==> src/rtl/pixel_buf_arbiter.sv <==
// pixel_buf_arbiter: owns the single port of the 28x28 1-bit image buffer.
// The port is granted every cycle in fixed priority: display read, then the
// clear sweep, then the write path, then the classifier stream.
// Optional build macro STREAM_LOCK_EN: holds off writes while streaming so
// the classifier sees a consistent snapshot of the image.
module pixel_buf_arbiter #(
   parameter int IMG_W  = 28,
   parameter int IMG_H  = 28,
   parameter int ADDR_W = 10
) (
   input  logic              clk,
   input  logic              rst_n,
   input  logic              disp_rd_en,
   input  logic [4:0]        disp_rd_x,
   input  logic [4:0]        disp_rd_y,
   output logic              disp_rd_data,
   input  logic              wr_req,
   input  logic [4:0]        wr_x,
   input  logic [4:0]        wr_y,
   input  logic              wr_data,
   output logic              wr_ack,
   input  logic              clr_req,
   input  logic              cls_start,
   output logic              cls_valid,
   output logic              cls_data,
   output logic              cls_last,
   input  logic              cls_ready,
   output logic              busy,
   output logic              done,
   output logic [ADDR_W-1:0] mem_addr,
   output logic              mem_we,
   output logic              mem_wdata,
   input  logic              mem_rdata
);

   localparam int NPIX = IMG_W * IMG_H;
   localparam logic [ADDR_W-1:0] W_A    = ADDR_W'(IMG_W);
   localparam logic [ADDR_W-1:0] LAST_A = ADDR_W'(NPIX - 1);

   typedef enum logic [1:0] {IDLE, CLEAR, STREAM} state_t;

   state_t            state, state_nxt;
   logic              done_nxt;
   logic [ADDR_W-1:0] clr_idx, str_idx;
   logic [ADDR_W-1:0] disp_addr, wr_addr;
   logic              disp_in, wr_in, wr_allow;
   logic              clr_go, str_issue, str_accept;

   // Row-major addresses, widened to ADDR_W before the multiply.
   assign disp_addr = ADDR_W'(disp_rd_y) * W_A + ADDR_W'(disp_rd_x);
   assign wr_addr   = ADDR_W'(wr_y) * W_A + ADDR_W'(wr_x);
   assign disp_in   = (int'(disp_rd_x) < IMG_W) && (int'(disp_rd_y) < IMG_H);
   assign wr_in     = (int'(wr_x) < IMG_W) && (int'(wr_y) < IMG_H);

`ifdef STREAM_LOCK_EN
   assign wr_allow = (state != STREAM);
`else
   assign wr_allow = 1'b1;
`endif

   assign busy       = (state != IDLE);
   assign str_accept = cls_valid && cls_ready;

   // Per-cycle port grant in strict priority. The stream stops issuing once
   // the last pixel is in the output register (cls_last set).
   always_comb begin
      disp_rd_data = 1'b0;
      mem_addr     = disp_addr;
      mem_we       = 1'b0;
      mem_wdata    = 1'b0;
      wr_ack       = 1'b0;
      clr_go       = 1'b0;
      str_issue    = 1'b0;
      if (disp_rd_en) begin
         disp_rd_data = disp_in & mem_rdata;
      end else if (state == CLEAR) begin
         mem_addr = clr_idx;
         mem_we   = 1'b1;
         clr_go   = 1'b1;
      end else if (wr_req && wr_allow) begin
         wr_ack    = 1'b1;
         mem_addr  = wr_addr;
         mem_we    = wr_in;
         mem_wdata = wr_data;
      end else if (state == STREAM && !cls_last && (!cls_valid || cls_ready)) begin
         mem_addr  = str_idx;
         str_issue = 1'b1;
      end
   end

   // State register plus the registered completion pulse.
   always_ff @(posedge clk or negedge rst_n) begin
      if (!rst_n) begin
         state <= IDLE;
         done  <= 1'b0;
      end else begin
         state <= state_nxt;
         done  <= done_nxt;
      end
   end

   // Next-state: clear beats start; requests outside IDLE are ignored.
   always_comb begin
      state_nxt = state;
      done_nxt  = 1'b0;
      case (state)
         IDLE: begin
            if (clr_req)        state_nxt = CLEAR;
            else if (cls_start) state_nxt = STREAM;
         end
         CLEAR: begin
            if (clr_go && clr_idx == LAST_A) begin
               state_nxt = IDLE;
               done_nxt  = 1'b1;
            end
         end
         STREAM: begin
            if (str_accept && cls_last) begin
               state_nxt = IDLE;
               done_nxt  = 1'b1;
            end
         end
         default: state_nxt = IDLE;
      endcase
   end

   // Sweep/stream counters; both rewind while idle so each run starts at 0.
   always_ff @(posedge clk or negedge rst_n) begin
      if (!rst_n) begin
         clr_idx <= '0;
         str_idx <= '0;
      end else if (state == IDLE) begin
         clr_idx <= '0;
         str_idx <= '0;
      end else begin
         if (clr_go)    clr_idx <= clr_idx + ADDR_W'(1);
         if (str_issue) str_idx <= str_idx + ADDR_W'(1);
      end
   end

   // Stream output register: loads on issue, holds while stalled, drops on
   // an accept with nothing new behind it.
   always_ff @(posedge clk or negedge rst_n) begin
      if (!rst_n) begin
         cls_valid <= 1'b0;
         cls_data  <= 1'b0;
         cls_last  <= 1'b0;
      end else if (str_issue) begin
         cls_valid <= 1'b1;
         cls_data  <= mem_rdata;
         cls_last  <= (str_idx == LAST_A);
      end else if (str_accept) begin
         cls_valid <= 1'b0;
         cls_last  <= 1'b0;
      end
   end

endmodule

==> config.mk <==
export PLATFORM = sky130hd
export DESIGN_NAME = pixel_buf_arbiter
export DESIGN_NICKNAME = d
export VERILOG_FILES = /design/src/rtl/pixel_buf_arbiter.sv
export SDC_FILE = /design/constraint.sdc
export NUM_CORES = 1
export LEC_CHECK = 0
export BUFFER_PORTS_ARGS = -buffer_cell sky130_fd_sc_hd__buf_2
export CAP_MARGIN = 20
export CORE_ASPECT_RATIO = 0.7
export CORE_MARGIN = 2
export CORE_UTILIZATION = 42
export DETAILED_ROUTE_END_ITERATION = 16
export PLACE_DENSITY = 0.64
export SLEW_MARGIN = 20
export SYNTH_ARGS = -nofsm -noshare
export SYNTH_HDL_FRONTEND = slang
export SYNTH_SLANG_ARGS = --single-unit
==> constraint.sdc <==
create_clock -name clk -period 6.6 [get_ports clk]
set_input_delay 0.66 -clock clk [delete_from_list [all_inputs] [get_ports clk]]
set_output_delay 0.66 -clock clk [all_outputs]
set_load 0.01 [all_outputs]
== Word level (Yosys, flattened, before mapping) ==
Index checks and enable logic that the tools add are counted.

* Register bits after elaboration: 26
* Latch bits: 0
* RAM bits: 0
* ROM bits: 0
* Memories: 0

* $add $sub $neg: 4
* $mul: 2
* Divide/modulo/power cells: 0
* Magnitude comparators: 4
* Eq/ne operators: 7
* Shifts and indexed selects: 0
* Mux-type cells: 35
* Bitwise gates (word level): 1
* Reduce and logical (&&, ||, !) cells: 16

{| class="wikitable"
|+ Operators with widths
! operator !! count
|-
| $mux W10 || 8
|-
| $mux W1 || 21
|-
| $add A10 B1 Y10 const B || 2
|-
| $add A10 B5 Y10 || 2
|-
| $eq A10 B10 Y1 const B || 2
|-
| $lt A5 B5 Y1 const B || 4
|-
| $mul A5 B3 Y8 const B || 2
|-
| $mux W2 || 4
|-
| $reduce_bool A2 Y1 || 4
|-
| $logic_and A1 B1 Y1 || 7
|-
| $pmux W2 S3 || 1
|-
| $ne A2 B1 Y1 const B || 2
|-
| $ne A3 B3 Y1 const B || 1
|-
| $reduce_and A3 Y1 || 1
|-
| $eq A2 B1 Y1 const B || 1
|-
| $eq A2 B2 Y1 const B || 1
|-
| $logic_not A1 Y1 || 2
|-
| $logic_not A2 Y1 || 1
|-
| $pmux W1 S2 || 1
|-
| $and A1 B1 Y1 || 1
|-
| $logic_or A1 B1 Y1 || 1
|}

== Longest topological paths before layout ==
* Word-level depth: 9
* Depth in mapped cells: 9
* Gate-level depth less buffers: 9

== Worst setup path before layout ==
OpenSTA, ideal clock, no wires.

* Kind: input -> output
* Start: input port disp_rd_y[0]
* End: output port mem_addr[8]
* Arrival time: 2752 ps
* Slack: 3188 ps
* Cell stages on the path: 9
* Buffers on the path: 0
* Path through: fa_1 ha_1 fa_1 inv_1 or3_1 a21oi_1 xor2_1 nand2_1 nand2_1

* Word-level cells in the longest chain between the ends: 6

{| class="wikitable"
|+ Ends and longest elaborated chain
! what !! line !! text
|-
| start, declared || 15 || <nowiki>input logic [4:0] disp_rd_y,</nowiki>
|-
| $mul A5 B3 Y8 (*) || 50 || <nowiki>assign disp_addr = ADDR_W'(disp_rd_y) * W_A + ADDR_W'(disp_rd_x);</nowiki>
|-
| $add A10 B5 Y10 (*) || 50 ||
|-
| $mux W10 || 85 || <nowiki>end else if (state == STREAM && !cls_last && (!cls_valid || cls_ready)) begin</nowiki>
|-
| $mux W10 || 80 || <nowiki>end else if (wr_req && wr_allow) begin</nowiki>
|-
| $mux W10 || 76 || <nowiki>end else if (state == CLEAR) begin</nowiki>
|-
| $mux W10 (*) || 74 || <nowiki>if (disp_rd_en) begin</nowiki>
|-
| end, declared || 30 || <nowiki>output logic [ADDR_W-1:0] mem_addr,</nowiki>
|}

Every way passes the cells marked *; elsewhere a longest branch is shown, timed or not.

== Worst setup path in the final report ==
* Start: input port disp_rd_y[2]
* End: output port mem_addr[8]

Same word-level chain as after synthesis.

==> metrics.log <==
INFO  metric run_status = complete, no violations
INFO  metric synth_cells = between 200 and 300
INFO  metric area.sequential = about 650 um^2
INFO  metric cts-htree-levels = 1
INFO  metric crit_path_end = mem_addr[8]
INFO  metric cts.sinks = 26
INFO  metric finish.instance_area = between 2000 and 3000 um^2
INFO  metric final.hold.worst_slack = approximately 0.38 ns
INFO  metric post-dp-hpwl = 4720 um
INFO  metric pre_cts_ws = about 2.7 ns
INFO  metric post-cts-setup-buffers = 0
INFO  metric rows = 23
INFO  metric critical_path.slowest_cell = sky130_fd_sc_hd__fa_1
INFO  metric total_switching_power = 280 uW
INFO  metric fin_nets = 400
INFO  metric cts_repair_resizes = 0
INFO  metric detail_route.vias_per_cell = 5.43
INFO  metric synth.yosys.seq_area_share = between 20% and 30%
INFO  metric worst_path_max_stage_delay = about 0.56 ns
INFO  metric worst_r2r_path_depth = 8
INFO  metric post_route_cells_drive_above_1_share = 17.5%
INFO  metric path_max_fanout = 5
INFO  metric fin_ws = around 2.7 ns
INFO  metric diodes = 0
INFO  metric power_per_cell_area = 233 nW/um^2
INFO  metric drcViolationCount = 0
INFO  metric power_leakage = approximately 1.4 nW
INFO  metric grt_max_degree = 27
INFO  metric tritoncts.num_buffers = 3
INFO  metric clock_tree_from_tritoncts = done
INFO  metric port_bufs = 47
INFO  metric timing.final.crit_share = between 50 and 60%
INFO  metric fin_tns_setup = 0 ns
INFO  metric initial_core_util = roughly 44%
INFO  metric vdd.ir_drop.worst = ~110 uV
INFO  metric r2r-start = state[1]$_DFFE_PN0P_
INFO  metric hold_viol_final = 0
INFO  metric setup.worst_path.class = input pin to output pin
INFO  metric synth_edf_count = 0
INFO  metric worstSetupPathDepth = 11
INFO  metric synth_largest_area_cell = sky130_fd_sc_hd__dfrtp_1
INFO  metric drt_iter0_markers = between 200 and 300
INFO  metric post_synth_main_area_contributors = sky130_fd_sc_hd__dfrtp_1 (25%), sky130_fd_sc_hd__ha_1 (13%), sky130_fd_sc_hd__fa_1 (9.4%), sky130_fd_sc_hd__xor2_1 (5.8%), sky130_fd_sc_hd__nor2_1 (4.2%)
INFO  metric ys_ff_latch = 26
INFO  metric timing.rr.end = state[1]$_DFFE_PN0P_
INFO  metric post_synthesis_cell_area = 2570 um^2
INFO  metric final.setup_skew = 0.00501 ns
INFO  metric synth_fp_nets = about 360
INFO  metric rsz0062_at_grt = false
INFO  metric path_delay_family = adder cells
INFO  metric sw_frac_of_total = 41.0%
INFO  metric slew_viol_final = 0
INFO  metric cts.root.buffer_cell = sky130_fd_sc_hd__clkbuf_8
INFO  metric dieHeight = between 60 and 70 um
INFO  metric global_route_wire_length_before_repair = roughly 9800 um
INFO  metric final_setup_violating_endpoints = 0
INFO  metric share_of_yosys_cell_area_claimed_by_the_top_area_cell_type = about a quarter
INFO  metric endpoint_arrival_time_on_the_critical_path = 3.23 ns
INFO  metric fp.dieW = 97.5 um
INFO  metric hold_path_class = input pin to async pin
INFO  metric finalCriticalPeriod = 3.89 ns
INFO  metric route.detailed.wl_per_inst = 14.3 um
INFO  metric internal-power = 402 uW
INFO  metric drt_pass1_iterations = 4
INFO  metric via_count = 2204
INFO  metric clkTransAtPathRegs = approximately 0.090 ns
INFO  metric maxSlewHeadroom = between 30% and 40%
INFO  metric fp.coreArea = slightly below 6000 um^2
INFO  metric layout_commonest_cell = sky130_fd_sc_hd__buf_2
INFO  metric via_count_of_the_first_global_routing_pass = between 2000 and 2500
INFO  metric multi_input_comb_area = approximately 1800 um^2
INFO  metric startpoint = disp_rd_y[2]
INFO  metric cts_max_path_buffers = 2
INFO  metric grt_util_all_layers = 17.3%
INFO  metric worst_ep_required_time = around 5.9 ns
INFO  metric worst-r2r-setup-slack = roughly 3.7 ns
INFO  metric async_flop_share = 100%
INFO  metric worst_slew_pin_slew = a little under 1 ns
INFO  metric cap_violations = 0
INFO  metric hold_buffers = 0
INFO  metric worstPathCellList = buf_2 -> fa_1 -> ha_1 -> fa_1 -> inv_1 -> or3_1 -> a21oi_1 -> xor2_1 -> nand2_1 -> nand2_1 -> buf_2
INFO  metric p_seq_share = 27.0%
INFO  metric setup.worst_path.end_class = output pin
INFO  metric synth-warning-count = 0
INFO  metric postPlaceCellArea = ~2900 um^2
INFO  metric critical_path.n_buffers_inverters = 3
INFO  metric num_io_pins = between 40 and 50
INFO  metric detail-route-antenna-nets = 0
INFO  metric share_clk_of_total_power = approximately a fifth
INFO  metric worstSkewPairLatency = about 0.27 ns
INFO  metric share_comb_of_total_power = between 50% and 60%
INFO  metric max_freq = between 0.2 and 0.3 GHz
INFO  metric totalWireLength = a little under 6000 um
INFO  metric global_route.overflow_total = 0
INFO  metric count_of_distinct_cell_types_in_the_synthesized_netlist = 49
INFO  metric synth_top_flop_cell = sky130_fd_sc_hd__dfrtp_1
INFO  metric flow.area_growth_from_synthesis = 14.2%
INFO  metric antenna_found_initial = 0
INFO  metric mostFrequentLayoutCells = sky130_fd_sc_hd__buf_2 (47), sky130_fd_sc_hd__nor2_1 (29), sky130_fd_sc_hd__ha_1 (27), sky130_fd_sc_hd__dfrtp_1 (26), sky130_fd_sc_hd__nand2_1 (25)
INFO  metric number_of_filler_instances_in_the_final_layout = approximately 580
INFO  metric syn-mean-instance-area = between 8 and 9 um^2
INFO  metric dieArea = between 6000 and 7000 um^2
INFO  metric critical_path.startpoint_type = input pin
INFO  metric gp_routability_congestion = ~0.85
cells in the mapped netlist (3+ instances only):
cell type and count:
sky130_fd_sc_hd__a22oi_1 3, sky130_fd_sc_hd__fa_1 12, sky130_fd_sc_hd__mux2i_1 3, sky130_fd_sc_hd__a222oi_1 4, sky130_fd_sc_hd__nor2_1 29, sky130_fd_sc_hd__or3_1 4
sky130_fd_sc_hd__and3_1 5, sky130_fd_sc_hd__nor2b_1 3, sky130_fd_sc_hd__dfrtp_1 26, sky130_fd_sc_hd__inv_1 18, sky130_fd_sc_hd__clkbuf_1 3, sky130_fd_sc_hd__o211ai_1 4
sky130_fd_sc_hd__nand2_1 25, sky130_fd_sc_hd__and2_1 4, sky130_fd_sc_hd__ha_1 27, sky130_fd_sc_hd__xnor2_1 12, sky130_fd_sc_hd__nand3_1 12, sky130_fd_sc_hd__and4_1 3
sky130_fd_sc_hd__a21o_1 5, sky130_fd_sc_hd__xor2_1 17, sky130_fd_sc_hd__nand2b_1 3, sky130_fd_sc_hd__o21ai_0 9, sky130_fd_sc_hd__a21oi_1 21
state kept, by name, summed over array words and instances (netlist names):
signal	cells
clr_idx	10
str_idx	10
state	2
cls_data	1
cls_last	1
cls_valid	1
done	1
how the worst min path moves through the flow:
| stage | to | slack [ns] | cells past startpoint | from |
|---|---|---|---|---|
| floorplan | clr_idx[0]$_DFFE_PN0P_ | 0.36 | 0 | rst_n |
| global placement | cls_data$_DFFE_PN0P_ | 0.50 | 1 | cls_data$_DFFE_PN0P_ |
| detailed placement | cls_data$_DFFE_PN0P_ | 0.50 | 1 | cls_data$_DFFE_PN0P_ |
| CTS | str_idx[7]$_DFFE_PN0P_ | 0.39 | 1 | rst_n |
| global route | str_idx[6]$_DFFE_PN0P_ | 0.41 | 1 | rst_n |
| finish | str_idx[7]$_DFFE_PN0P_ | 0.38 | 1 | rst_n |
through the flow:
stage	power [mW]	util, %	instances
floorplan	0.449	-	287
global placement	0.548	49.2	402
detailed placement	0.551	49.2	402
CTS	0.684	50.4	406
global route	0.740	50.4	406
finish	0.682	50.4	406
cells by family after synthesis:
logic type | after synthesis | synth area share [%]
and+or+nand+nor | 101 | 20.2
adders and majority gates | 39 | 22.5
AOI/OAI and AO/OA | 62 | 16.0
DFF | 26 | 25.3
xor gates and xnor gates | 29 | 9.89
muxes | 5 | 2.05
buffers and inverters | 25 | 4.04
power by group through the flow:
stage	Sequential, mW	Combinational, mW	Clock [mW]
global route	0.186	0.411	0.143
floorplan	0.187	0.263	0
finish	0.184	0.366	0.132
global placement	0.187	0.361	0
detailed placement	0.187	0.365	0
CTS	0.184	0.367	0.133
final cells by class:
cell class / instances / share of cell area (%)
flip-flops and latches: 26 / 22.2
well taps: 75 / 3.20
clock inverters: 1 / 1.02
clock buffers: 3 / 1.41
inverters: 18 / 2.30
repair buffers: 47 / 8.02
multi-input cells: 236 / 61.8
layer usage:
metal / vias to the layer above / wire length [um] / global-route usage [%]
li1: 1094 / - / -
met1: 1039 / 2890 / 27.0
met2: 69 / 2560 / 26.4
met3: 2 / 364 / 2.52
met4: 0 / 12 / 0.926
met5: - / 0 / 0
No activity file was read; power rests on OpenSTA's default activity.
